**config.mk**
```make
export PLATFORM = sky130hd
export DESIGN_NAME = npc_ctrl
export DESIGN_NICKNAME = d
export VERILOG_FILES = /design/src/rtl/npc_ctrl.sv
export SDC_FILE = /design/constraint.sdc
export NUM_CORES = 1
export LEC_CHECK = 0
export ABC_AREA = 1
export CORE_ASPECT_RATIO = 0.8
export CORE_MARGIN = 5
export CORE_UTILIZATION = 34
export CTS_CLUSTER_DIAMETER = 150
export DETAILED_ROUTE_END_ITERATION = 6
export PLACE_DENSITY = 0.67
export REMOVE_ABC_BUFFERS = 1
export SYNTH_ARGS = -nofsm -noshare
export SYNTH_HDL_FRONTEND = slang
export SYNTH_SLANG_ARGS = --single-unit
```
**constraint.sdc**
```tcl
create_clock -name clk -period 3 [get_ports clk]
set_clock_uncertainty 0.1 [all_clocks]
set_input_delay 0.3 -clock clk [delete_from_list [all_inputs] [get_ports clk]]
set_output_delay 0.3 -clock clk [all_outputs]
set_load 0.02 [all_outputs]
```
**src/rtl/npc_ctrl.sv**
```systemverilog
// npc_ctrl - multi-cycle sequencer for the single-issue NPC core.
//
// Walks each instruction through FETCH -> DECODE -> EXEC -> (MEM) -> WB.
// It latches the fetched word into the instruction register and samples the
// decoder's class flags in DECODE. It owns the sticky halt state, entered on
// ebreak, on an illegal instruction, or when the fetch or memory bus fails to
// answer within TIMEOUT cycles.
//
// Ports
//   clk, rst          core clock, synchronous active-high reset
//   ifu_req           fetch request (high throughout FETCH)
//   ifu_rvalid/rdata  fetch response and the instruction word
//   ir                latched instruction, feeds the decoder
//   dec_*             decoder class flags, combinational from ir
//   lsu_req/wen       memory request (high throughout MEM), 1 = store
//   lsu_done          memory access complete
//   rf_wen, pc_wen    one-cycle writeback strobes
//   halt, halt_code   sticky stop flag and its cause (1 ebreak, 2 illegal, 3 timeout)
//   state             current sequencer state (debug)
//   instret           retired instruction count, wraps
module npc_ctrl #(
  parameter int ISA_WIDTH = 32,
  parameter int TIMEOUT   = 16,
  parameter int CNT_WIDTH = 64
) (
  input  logic                 clk,
  input  logic                 rst,
  output logic                 ifu_req,
  input  logic                 ifu_rvalid,
  input  logic [ISA_WIDTH-1:0] ifu_rdata,
  output logic [ISA_WIDTH-1:0] ir,
  input  logic                 dec_reg_wr,
  input  logic                 dec_mem_rd,
  input  logic                 dec_mem_wr,
  input  logic                 dec_ebreak,
  input  logic                 dec_illegal,
  output logic                 lsu_req,
  output logic                 lsu_wen,
  input  logic                 lsu_done,
  output logic                 rf_wen,
  output logic                 pc_wen,
  output logic                 halt,
  output logic [1:0]           halt_code,
  output logic [2:0]           state,
  output logic [CNT_WIDTH-1:0] instret
);

  localparam int WAIT_W = $clog2(TIMEOUT);

  typedef enum logic [2:0] {
    S_IDLE   = 3'd0,
    S_FETCH  = 3'd1,
    S_DECODE = 3'd2,
    S_EXEC   = 3'd3,
    S_MEM    = 3'd4,
    S_WB     = 3'd5,
    S_HALT   = 3'd6
  } state_t;

  localparam logic [1:0] CODE_EBREAK  = 2'd1;
  localparam logic [1:0] CODE_ILLEGAL = 2'd2;
  localparam logic [1:0] CODE_TIMEOUT = 2'd3;

  state_t                 r_state;
  logic [ISA_WIDTH-1:0]   r_ir;
  logic [CNT_WIDTH-1:0]   r_instret;
  logic [1:0]             r_halt_code;
  logic [WAIT_W-1:0]      r_wait;
  logic                   r_reg_wr;
  logic                   r_mem_rd;
  logic                   r_mem_wr;
  logic                   w_wait_last;

  // Last permitted wait cycle: no response now means a bus timeout.
  assign w_wait_last = (r_wait == WAIT_W'(TIMEOUT - 1));

  // Sequencer: state, instruction register, latched class flags, wait counter,
  // retire counter and halt cause.
  always_ff @(posedge clk) begin
    if (rst) begin
      r_state     <= S_IDLE;
      r_ir        <= '0;
      r_instret   <= '0;
      r_halt_code <= 2'd0;
      r_wait      <= '0;
      r_reg_wr    <= 1'b0;
      r_mem_rd    <= 1'b0;
      r_mem_wr    <= 1'b0;
    end else begin
      case (r_state)
        S_IDLE: begin
          r_wait  <= '0;
          r_state <= S_FETCH;
        end
        S_FETCH: begin
          // A response on the last wait cycle still counts as in time.
          if (ifu_rvalid) begin
            r_ir    <= ifu_rdata;
            r_state <= S_DECODE;
          end else if (w_wait_last) begin
            r_halt_code <= CODE_TIMEOUT;
            r_state     <= S_HALT;
          end else begin
            r_wait <= r_wait + WAIT_W'(1);
          end
        end
        S_DECODE: begin
          r_reg_wr <= dec_reg_wr;
          r_mem_rd <= dec_mem_rd;
          r_mem_wr <= dec_mem_wr;
          // Illegal takes precedence; ebreak retires before stopping.
          if (dec_illegal) begin
            r_halt_code <= CODE_ILLEGAL;
            r_state     <= S_HALT;
          end else if (dec_ebreak) begin
            r_instret   <= r_instret + CNT_WIDTH'(1);
            r_halt_code <= CODE_EBREAK;
            r_state     <= S_HALT;
          end else begin
            r_state <= S_EXEC;
          end
        end
        S_EXEC: begin
          // Load and store at once is not a real instruction class.
          if (r_mem_rd && r_mem_wr) begin
            r_halt_code <= CODE_ILLEGAL;
            r_state     <= S_HALT;
          end else if (r_mem_rd || r_mem_wr) begin
            r_wait  <= '0;
            r_state <= S_MEM;
          end else begin
            r_state <= S_WB;
          end
        end
        S_MEM: begin
          if (lsu_done) begin
            r_state <= S_WB;
          end else if (w_wait_last) begin
            r_halt_code <= CODE_TIMEOUT;
            r_state     <= S_HALT;
          end else begin
            r_wait <= r_wait + WAIT_W'(1);
          end
        end
        S_WB: begin
          r_instret <= r_instret + CNT_WIDTH'(1);
          r_wait    <= '0;
          r_state   <= S_FETCH;
        end
        S_HALT: begin
          r_state <= S_HALT;
        end
        default: begin
          r_state <= S_IDLE;
        end
      endcase
    end
  end

  // Outputs decode registered state and latched flags only; no bus input
  // reaches an output combinationally.
  assign ifu_req   = (r_state == S_FETCH);
  assign lsu_req   = (r_state == S_MEM);
  assign lsu_wen   = (r_state == S_MEM) && r_mem_wr;
  assign rf_wen    = (r_state == S_WB) && r_reg_wr && !r_mem_wr;
  assign pc_wen    = (r_state == S_WB);
  assign halt      = (r_state == S_HALT);
  assign halt_code = r_halt_code;
  assign state     = r_state;
  assign ir        = r_ir;
  assign instret   = r_instret;

endmodule

```
==> results.env <==
LAYOUT.NETS=1069
TIGHTESTPINTRANSITION_NS=0.947
FLOORPLAN.IO_PINS=148
SYNTH.CELL_AREA_MM2=0.00556
PROPORTION_OF_POWER_DRAWN_BY_FLIP_FLOPS_AND_LATCHES_PCT=46.4
MUXSHAREOFSYNTHAREA_PCT=0
SYNTH_AREA_PER_CELL_UM2=6.29
DIE_AREA_MM2=0.0190
POST-ROUTE-MIN-PERIOD_NS=2.41
MAX-CAP-VIOLATIONS=0
FLOORPLAN_DIE_WIDTH_UM=153
YS_WARN_COUNT=0
AREA_FRACTION_IN_COMPOUND_GATES_AFTER_SYNTHESIS_PCT=9.68
MIN_PERIOD_OVER_PERIOD_PCT=80.2
DRC=0
CTS-BUFFERS-INSERTED=9
POST_CTS_HOLD_BUFFER_COUNT=0
NETLIST.TOP_CELL.BY_AREA='sky130_fd_sc_hd__dfxtp_1'
CLK_PATH_BUF_DEPTH=2
GLOBAL_ROUTE.PEAK_USAGE_LAYER='met2'
GLOBAL_ROUTE_WIRE_LENGTH_BEFORE_REPAIR_UM=29600
WORST-ENDPOINT-ARRIVAL_NS=2.01
CP_DATA_REQUIRED_TIME_NS=2.60
DRV_SLEW=0
LAYOUT_COMMON_CELLS='236 x sky130_fd_sc_hd__nor2_1, 201 x sky130_fd_sc_hd__nand2_1, 147 x sky130_fd_sc_hd__clkdlybuf4s50_1'
ITERATION_0_DRC_MARKERS=535
VIASPERCELL=4.90
LEAKAGEPOWER_nW=2.76
ROUTED_WIRELENGTH_UM=18200
ROUTED-VIA-COUNT=6103
GRT_SETUP_UNREPAIRED='no'
GRT_MAX_DEGREE=36
CORE_REGION_AREA_MM2=0.0159
EFFECTIVE_UTILIZATION_AT_FLOORPLAN_PCT=34.9
NETSWITCHINGPOWER_mW=0.962
YS_SEQ_ELEMENTS=108
DR.PASS1.ITERS=6
SYNTH_SIMPLE_GATE_AREA_SHARE_PCT=42.1
SYNTH_TOP_FAMILY_BY_AREA='simple AND/OR/NAND/NOR gates'
GLOBALROUTEMET2UTIL_PCT=28.8
YOSYSTOPAREACELLSHARE_PCT=38.9
COUNT_OF_NETS_LEFT_WITH_ANTENNA_VIOLATIONS_AFTER_DETAIL_ROUTING=0
YS_TOP_CELLS_BY_AREA='sky130_fd_sc_hd__dfxtp_1 39%, sky130_fd_sc_hd__nor2_1 16%, sky130_fd_sc_hd__nand2_1 14%'
LAYOUT-DRIVE-GT1-SHARE_PCT=4.27
RUN_STATUS='completed'
SYNTH_ADDER_AREA_SHARE_PCT=0.450
CTS_TREE='yes'
LAYOUT_COMMONEST_CELL='sky130_fd_sc_hd__nor2_1'
NETLIST-CELL-TYPE-COUNT=32
AREA_GROWTH_PCT=35.9
CTSROOTBUFFERMASTER='sky130_fd_sc_hd__clkbuf_16'
ROWS=41
CRITICAL_PATH_SOURCE_TYPE='flip-flop'
ROUTE.DETAILED.WL_PER_INST_UM=14.6
HOLD_VIOL_FINAL=0
GLOBAL_ROUTE_TRACK_USAGE_ON_MET1_PCT=25.7
GLOBAL_ROUTE.USAGE.MET3_PCT=7.47
FMAX_MHz=415
CRIT_PATH_MAX_FANOUT=6
SYNTHESIS.INSTANCES=884
SW_FRAC_OF_TOTAL_PCT=28.4
TNS_NS=0
DIODES=0
CLK_PIN_SLEW_WORST_PATHS_NS=0.08
COUNT_OF_PORT_BUFFERS_ADDED_DURING_PLACEMENT=147
HOLDCRITPATHCLASS='flip-flop to flip-flop'
GRT_ANTENNA_BEFORE_REPAIR=0
OVERALL_POWER_CONSUMPTION_mW=3.38
COMB_POWER_SHARE_PCT=17.5
NUMCLOCKSINKS=108
POWER_DENSITY_mW_PER_MM2=448
CLOCKPOWERSHARE_PCT=36.1
DETAILEDPLACEMENTHPWL_UM=14100
YS_SEQ_AREA_SHARE_PCT=38.9
VDD_IR_DROP_MAX_V=0.000265
P_INT_mW=2.42
SYNTHXORXNORAREAFRAC_PCT=1.89
FIRST_GLOBAL_VIAS=5656
POSTCTSSETUPBUFFERS=0
GRTUSAGETOTAL_PCT=19.0
POST_CTS_RESIZE_COUNT=0
ENDPOINT_KIND_OF_THE_WORST_SETUP_TIMING_PATH='primary output'
CTS_HTREE_LEVELS=3
CLOCK_LATENCY_NS=0.35
GLOBALROUTE.TOTALOVERFLOW=0
GLOBALPLACE.CONGESTION=0.934
CHIPHEIGHT_UM=124
WORST-SETUP-PATH-TYPE='flip-flop to primary output'
SETUP_VIOLATION_TOTAL_IN_THE_FINAL_TIMING_REPORT=0
MAXSLEWHEADROOM_PCT=36.8
-- critical path, stage by stage (launching register included) --
cell and delay (ns):
sky130_fd_sc_hd__dfxtp_1 0.42, sky130_fd_sc_hd__inv_2 0.10, sky130_fd_sc_hd__nor2_1 0.20, sky130_fd_sc_hd__nand2_1 0.17
sky130_fd_sc_hd__inv_1 0.14, sky130_fd_sc_hd__clkdlybuf4s50_1 0.62
-- path summary, 6_finish.rpt --
check	slack (ns)	start	to	depth (start not counted)
worst max-delay path	0.59	state[0]	ifu_req	5
worst min-delay path	0.36	r_reg_wr	r_reg_wr	2
worst max register to register	0.74	state[1]	instret[39]	11
worst min register to register	0.36	r_reg_wr	r_reg_wr	2
-- stage by stage --
step	util (%)	cell area, um^2	std cells	hold slack [ns]	setup slack (ns)
2_1_floorplan	-	5470	864	0.269	0.911
3_3_place_gp	45.6	7250	1230	0.355	0.564
3_5_place_dp	45.6	7250	1230	0.355	0.482
4_1_cts	47.5	7550	1246	0.366	0.596
5_1_grt	47.5	7550	1246	0.383	0.484
6_report	47.5	7550	1246	0.363	0.593
-- registers in the layout (all words and copies together) (netlist names) --
register   cells
r_mem_rd       1
r_wait         4
r_reg_wr       1
r_mem_wr       1
instret       64
state          3
ir            32
halt_code      2
-- power groups by stage --
stage | clock network (mW) | logic (mW) | registers (mW)
final | 1.22 | 0.594 | 1.57
after global routing | 1.31 | 0.656 | 1.58
after CTS | 1.26 | 0.599 | 1.57
after detailed placement | 0 | 0.594 | 1.60
after global placement | 0 | 0.596 | 1.60
after floorplan | 0 | 0.234 | 1.68
-- Yosys cell counts (all sizes together) --
master  count
inv        80
o211ai      1
a311oi      1
xnor2       7
o21bai      2
nor3b       1
nor3       21
or2         1
nand3b      4
o21ai      56
a31oi       1
and3        1
nor2b       1
nand3      63
nand2     205
xor2        5
dfxtp     108
clkbuf     13
ha          2
nand4      13
a21oi      44
buf         7
nor2      247
-- metal layers --
metal	share of wire, %	up-vias
li1	-	3118
met1	46	2721
met2	42	246
met3	11	18
met4	1.3	0
met5	0	-
-- logic make-up after synthesis --
family | count (synthesis)
AO/OA/AOI/OAI | 105
XOR/XNOR | 12
adder cells (fa/ha/maj) | 2
AND/OR/NAND/NOR | 557
flip-flops | 108
buffers and inverters | 100
-- final cells by class --
class	count	area [um^2]
Inverter	80	300
Timing Repair Buffer	151	1510
Clock buffer	9	225
Clock inverter	7	73.8
Fill cell	1624	8350
Tap cell	215	269
Multi-Input combinational cell	676	3010
Sequential cell	108	2160
Power figures use the tool's default switching activity.
